--- src/rtl/nand_g_decoder.sv ---
// 2-input NAND with a registered 2-to-4 active-low decoder on sel = {b,a}.
// Optional saturating low-event counter enabled by NAND_G_DECODER_STATS_EN.
module nand_g_decoder #(
  parameter int unsigned CNT_W = 16
) (
  input  logic             clk,
  input  logic             rst_n,
  input  logic             a,
  input  logic             b,
  input  logic             en,
  output logic             nand_o,
  output logic             nand_q,
  output logic [3:0]       dec_o,
  output logic             valid_o,
  output logic [CNT_W-1:0] low_cnt
);

  localparam int unsigned DEC_W = 4;

  logic [1:0]       sel;
  logic             nand_d;
  logic [DEC_W-1:0] dec_d;
  logic [DEC_W-1:0] dec_q;
  logic             valid_d;
  logic             valid_q;

  // Zero-latency path; never touched by clk, rst_n or en.
  always_comb begin
    nand_o = ~(a & b);
  end

  assign sel = {b, a};

  // Next-state for the registered outputs; hold on idle cycles.
  always_comb begin
    nand_d  = nand_q;
    dec_d   = dec_q;
    valid_d = 1'b0;
    if (en) begin
      nand_d  = ~(a & b);
      valid_d = 1'b1;
      case (sel)
        2'd0:    dec_d = 4'b1110;
        2'd1:    dec_d = 4'b1101;
        2'd2:    dec_d = 4'b1011;
        default: dec_d = 4'b0111;
      endcase
    end
  end

  always_ff @(posedge clk) begin
    if (!rst_n) begin
      nand_q  <= 1'b1;
      dec_q   <= {DEC_W{1'b1}};
      valid_q <= 1'b0;
    end else begin
      nand_q  <= nand_d;
      dec_q   <= dec_d;
      valid_q <= valid_d;
    end
  end

  assign dec_o   = dec_q;
  assign valid_o = valid_q;

`ifdef NAND_G_DECODER_STATS_EN
  logic [CNT_W-1:0] cnt_d;
  logic [CNT_W-1:0] cnt_q;

  // Count enabled a=b=1 samples, saturating at all-ones.
  always_comb begin
    cnt_d = cnt_q;
    if (en && a && b && (cnt_q != {CNT_W{1'b1}})) begin
      cnt_d = cnt_q + CNT_W'(1);
    end
  end

  always_ff @(posedge clk) begin
    if (!rst_n) begin
      cnt_q <= '0;
    end else begin
      cnt_q <= cnt_d;
    end
  end

  assign low_cnt = cnt_q;
`else
  assign low_cnt = '0;
`endif

endmodule

--- config.mk ---
export PLATFORM = sky130hd
export DESIGN_NAME = nand_g_decoder
export DESIGN_NICKNAME = d
export VERILOG_FILES = /design/src/rtl/nand_g_decoder.sv
export SDC_FILE = /design/constraint.sdc
export NUM_CORES = 1
export LEC_CHECK = 0
export ABC_AREA = 0
export CELL_PAD_IN_SITES_DETAIL_PLACEMENT = 1
export CELL_PAD_IN_SITES_GLOBAL_PLACEMENT = 2
export CORE_MARGIN = 2
export CORE_UTILIZATION = 14
export DETAILED_ROUTE_END_ITERATION = 7
export PLACE_DENSITY_LB_ADDON = 0.1
export SLEW_MARGIN = 20
export SYNTH_ARGS = -nofsm -noshare
export SYNTH_HDL_FRONTEND = slang
export SYNTH_SLANG_ARGS = --single-unit
export TNS_END_PERCENT = 50
--- constraint.sdc ---
create_clock -name clk -period 0.9 [get_ports clk]
set_clock_uncertainty 0.1 [all_clocks]
set_input_delay 0.27 -clock clk [delete_from_list [all_inputs] [get_ports clk]]
set_output_delay 0.27 -clock clk [all_outputs]
set_load 0.02 [all_outputs]
; Word-level counts from Yosys, hierarchy flattened
; Cells that the tools add are included.
[classes]
bitwise = 2
n_reduce_logical = 1
muxes = 2
eq_ne = 2
[ops]
columns = cell, n
row1 = 4-bit one-hot mux with 3 select lines, 1
row2 = 2-bit by 1-bit equality test with 1-bit output (second input constant), 1
row3 = 2-bit equality test (second input constant), 1
row4 = 2-bit logical NOT, 1
row5 = 1-bit bitwise AND, 1
row6 = 1-bit two-way mux, 1
row7 = 1-bit NOT, 1
[totals]
in_bits = 5
reg_bits = 6
output_inout_bits = 23
word_cells = 10

; Depth between registers and ports, before layout
[logic_depth]
word_depth = 2
mapped_depth = 2
depth_no_buf = 2

; Worst setup path before layout
; OpenSTA, ideal clock, no wires.
[synth_timing]
path_type = reg-to-output
start = register nand_q (netlist name)
end = output dec_o[3]
path_stages_with_launch = 2
path_buffers = 1
slack_ps = -87
arrival_ps = 617
required_time_ps = 530
path_cell_list = dfxtp_1 buf_4
[synth_rtl]
columns = element, line_no
row1 = "end, declared", 13  ; output logic [3:0] dec_o,

; Worst setup path after layout
[layout_timing]
start = register nand_q
end = output nand_q
[layout_rtl]
columns = element, line_no
row1 = "start, declared", 12  ; output logic nand_q,
row2 = "start signal, assigned", 57  ; nand_q <= nand_d;
; No word-level cell between the ends.

==> flow_summary.ini <==
[yosys]
synth_top_area_share = 0.4113
syn_inst = 36
ys_types = 10
ys_ff_latch = 5
ys_seq_area_frac = 0.3226
yosys-top-cells-count = 17 x buf_4, 5 x dfxtp_1, 4 x nor2_1
synth_edf_count = 0
synth_ff_type = dfxtp_1
ys_warn_count = 0
ys_top_cells_by_area = buf_4 41%, dfxtp_1 32%, and3b_2 6.5%, o21ai_1 4.8%, nor2_1 4.8%
syn_avg_cell_area_um2 = 8.619
yosysTopAreaCell = buf_4
synth_area_um2 = 310.3
synth.most_common_cell = buf_4
synthArstFlopShare = 0

[flow_run]
maxCapViolCount = 0

[timing]
max_freq_mhz = 924.8
post-route-min-period_ps = 1081
rsz0062_at_grt = true
finalSetupViolCount = 6
tns_ps = -969.4
final_hold_viol_count = 0
hold_slack_ps = 246.1
fin_ws_ps = -181.4
final_max_slew_viol_count = 0
fin_crit_sh = 1.202

[floorplanning]
rows = 17
core_area_um2 = 2148
die_w_um = 51.08
io_pins = 28
die_y_um = 51.08
start_util = 0.1444
die_area_um2 = 2609

[cells_and_area]
seq_area_um2 = 106.4
layout.cells.non_filler = 82
drive_above_1_share = 0.5000
area_delta_synth_final_pct = 48.79
layout.nets = 60
diodes = 0
fin_area_um2 = 461.7
multi_input_area_um2 = 141.4
fillers = 262

[min_path]
hold_class = in -> reg

[worst_setup_path]
worstSetupStartpointType = flop
critPathRequiredTime_ps = 530
cp-end-kind = output pin
critical-path-top-delay-family = flip-flops
slowest_delay_ps = 350
worst-path-buf-inv = 1
critPathKind = reg -> out
cp.arrival_ps = 710
crit_slowest_cell = dfxtp_2
path_cells = buf_6
worstPathMaxFanout = 3

[placed_design]
place.gp.congestion = 0.6538
post-place-cells = 78
dp_hpwl_um = 579.5
port_buffers = 11
dpl_cell_area_um2 = 422.9

[clocking]
cts_tree = yes
cts_buffers = 3
htree_num_levels = 1
cts_root_buf = clkbuf_4
clk_path_buf_depth = 2
ctsHoldBuffers = 0
cts.reportedPaths.clkPinSlew_ps = 40
cts_sinks = 5
clock_latency_ps = 240

[outcome]
outcome = finished with violations
violations = negative setup slack

[detailed_routing]
drc = 0
via_count = 252
wirelength_um = 698
vias_per_cell = 3.073
wl_per_cell_um = 8.512
dr.pass1.iters = 4
ant_nets = 0
drt_iter0_markers = 6

[global_route]
antenna_found_initial = 0
grt_max_degree = 8
grt_pass1_wl_um = 1069
grt_pass1_vias = 222
grt_util_all_layers = 0.06254
grt_overflow = 0

[power_and_ir_drop]
p_per_area_nw_per_um2 = 1467
p_leak_nw = 0.2258
total_power_w = 0.0006772
ir_drop_uv = 310.6
-- state kept, by name, indices dropped and copies added, names as in the netlist --
signal	flops
dec_o	3
valid_o	1
nand_q	1
-- final timing paths --
kind	end	cells past startpoint	from	slack (ps)
max	nand_q	1	nand_q	-180
max reg2reg	nand_q	2	nand_q	170
min	nand_q	3	a	250
min reg2reg	dec_o[1]	2	dec_o[1]	400
-- repair_timing --
| item | 4_1_cts | 5_1_grt |
|---|---|---|
| resized for setup | 50 | 10 |
| setup endpoints to repair | 12 | 11 |
| pin swaps | 1 | 1 |
| cloned | 0 | 0 |
| setup buffers | 0 | 0 |
-- layer usage --
metal,vias to the layer above,share of wire,GRT usage
met4,0,0.0086,0.06757
met1,112,0.35,0.05684
met3,2,0.16,0.04094
li1,121,-,-
met2,17,0.48,0.08874
met5,-,0,0
-- cells in the final DEF (no fill, tap or decap) --
| cell | count |
|---|---|
| buf_4 | 5 |
| dlygate4sd2_1 | 1 |
| nand2_2 | 1 |
| nor2_1 | 4 |
| and3b_2 | 2 |
| clkbuf_4 | 3 |
| clkbuf_2 | 1 |
| o21ai_1 | 3 |
| dfxtp_2 | 5 |
| nor3b_1 | 1 |
| and2_4 | 1 |
| clkbuf_1 | 1 |
| a32oi_1 | 1 |
| conb_1 | 16 |
| buf_6 | 9 |
-- cells by family after synthesis --
family / share of synthesized area
and+or+nand+nor: 0.1774
AOI/OAI and AO/OA: 0.07660
DFF: 0.3226
other: 0.01209
buffers and inverters: 0.4113
-- power breakdown --
part / internal, W / total, W / switching, W
registers: 0.000233 / 0.000240 / 0.00000625
logic: 0.0000615 / 0.000166 / 0.000105
clock network: 0.000168 / 0.000271 / 0.000103
-- cell type report --
class,instances,share of cell area
clock buffers,4,0.05691
flip-flops and latches,5,0.2304
multi-input cells,29,0.3062
well taps,28,0.07588
repair buffers,16,0.3306
-- per-stage QoR --
step / setup WS [ps] / util
floorplan: 0.8982 / -
global placement: -830.9 / 0.1969
detailed placement: -826.8 / 0.1969
CTS: -197.0 / 0.2132
global route: -219.0 / 0.2149
finish: -181.4 / 0.2149
Note: power is estimated with default switching activity, not from simulation.
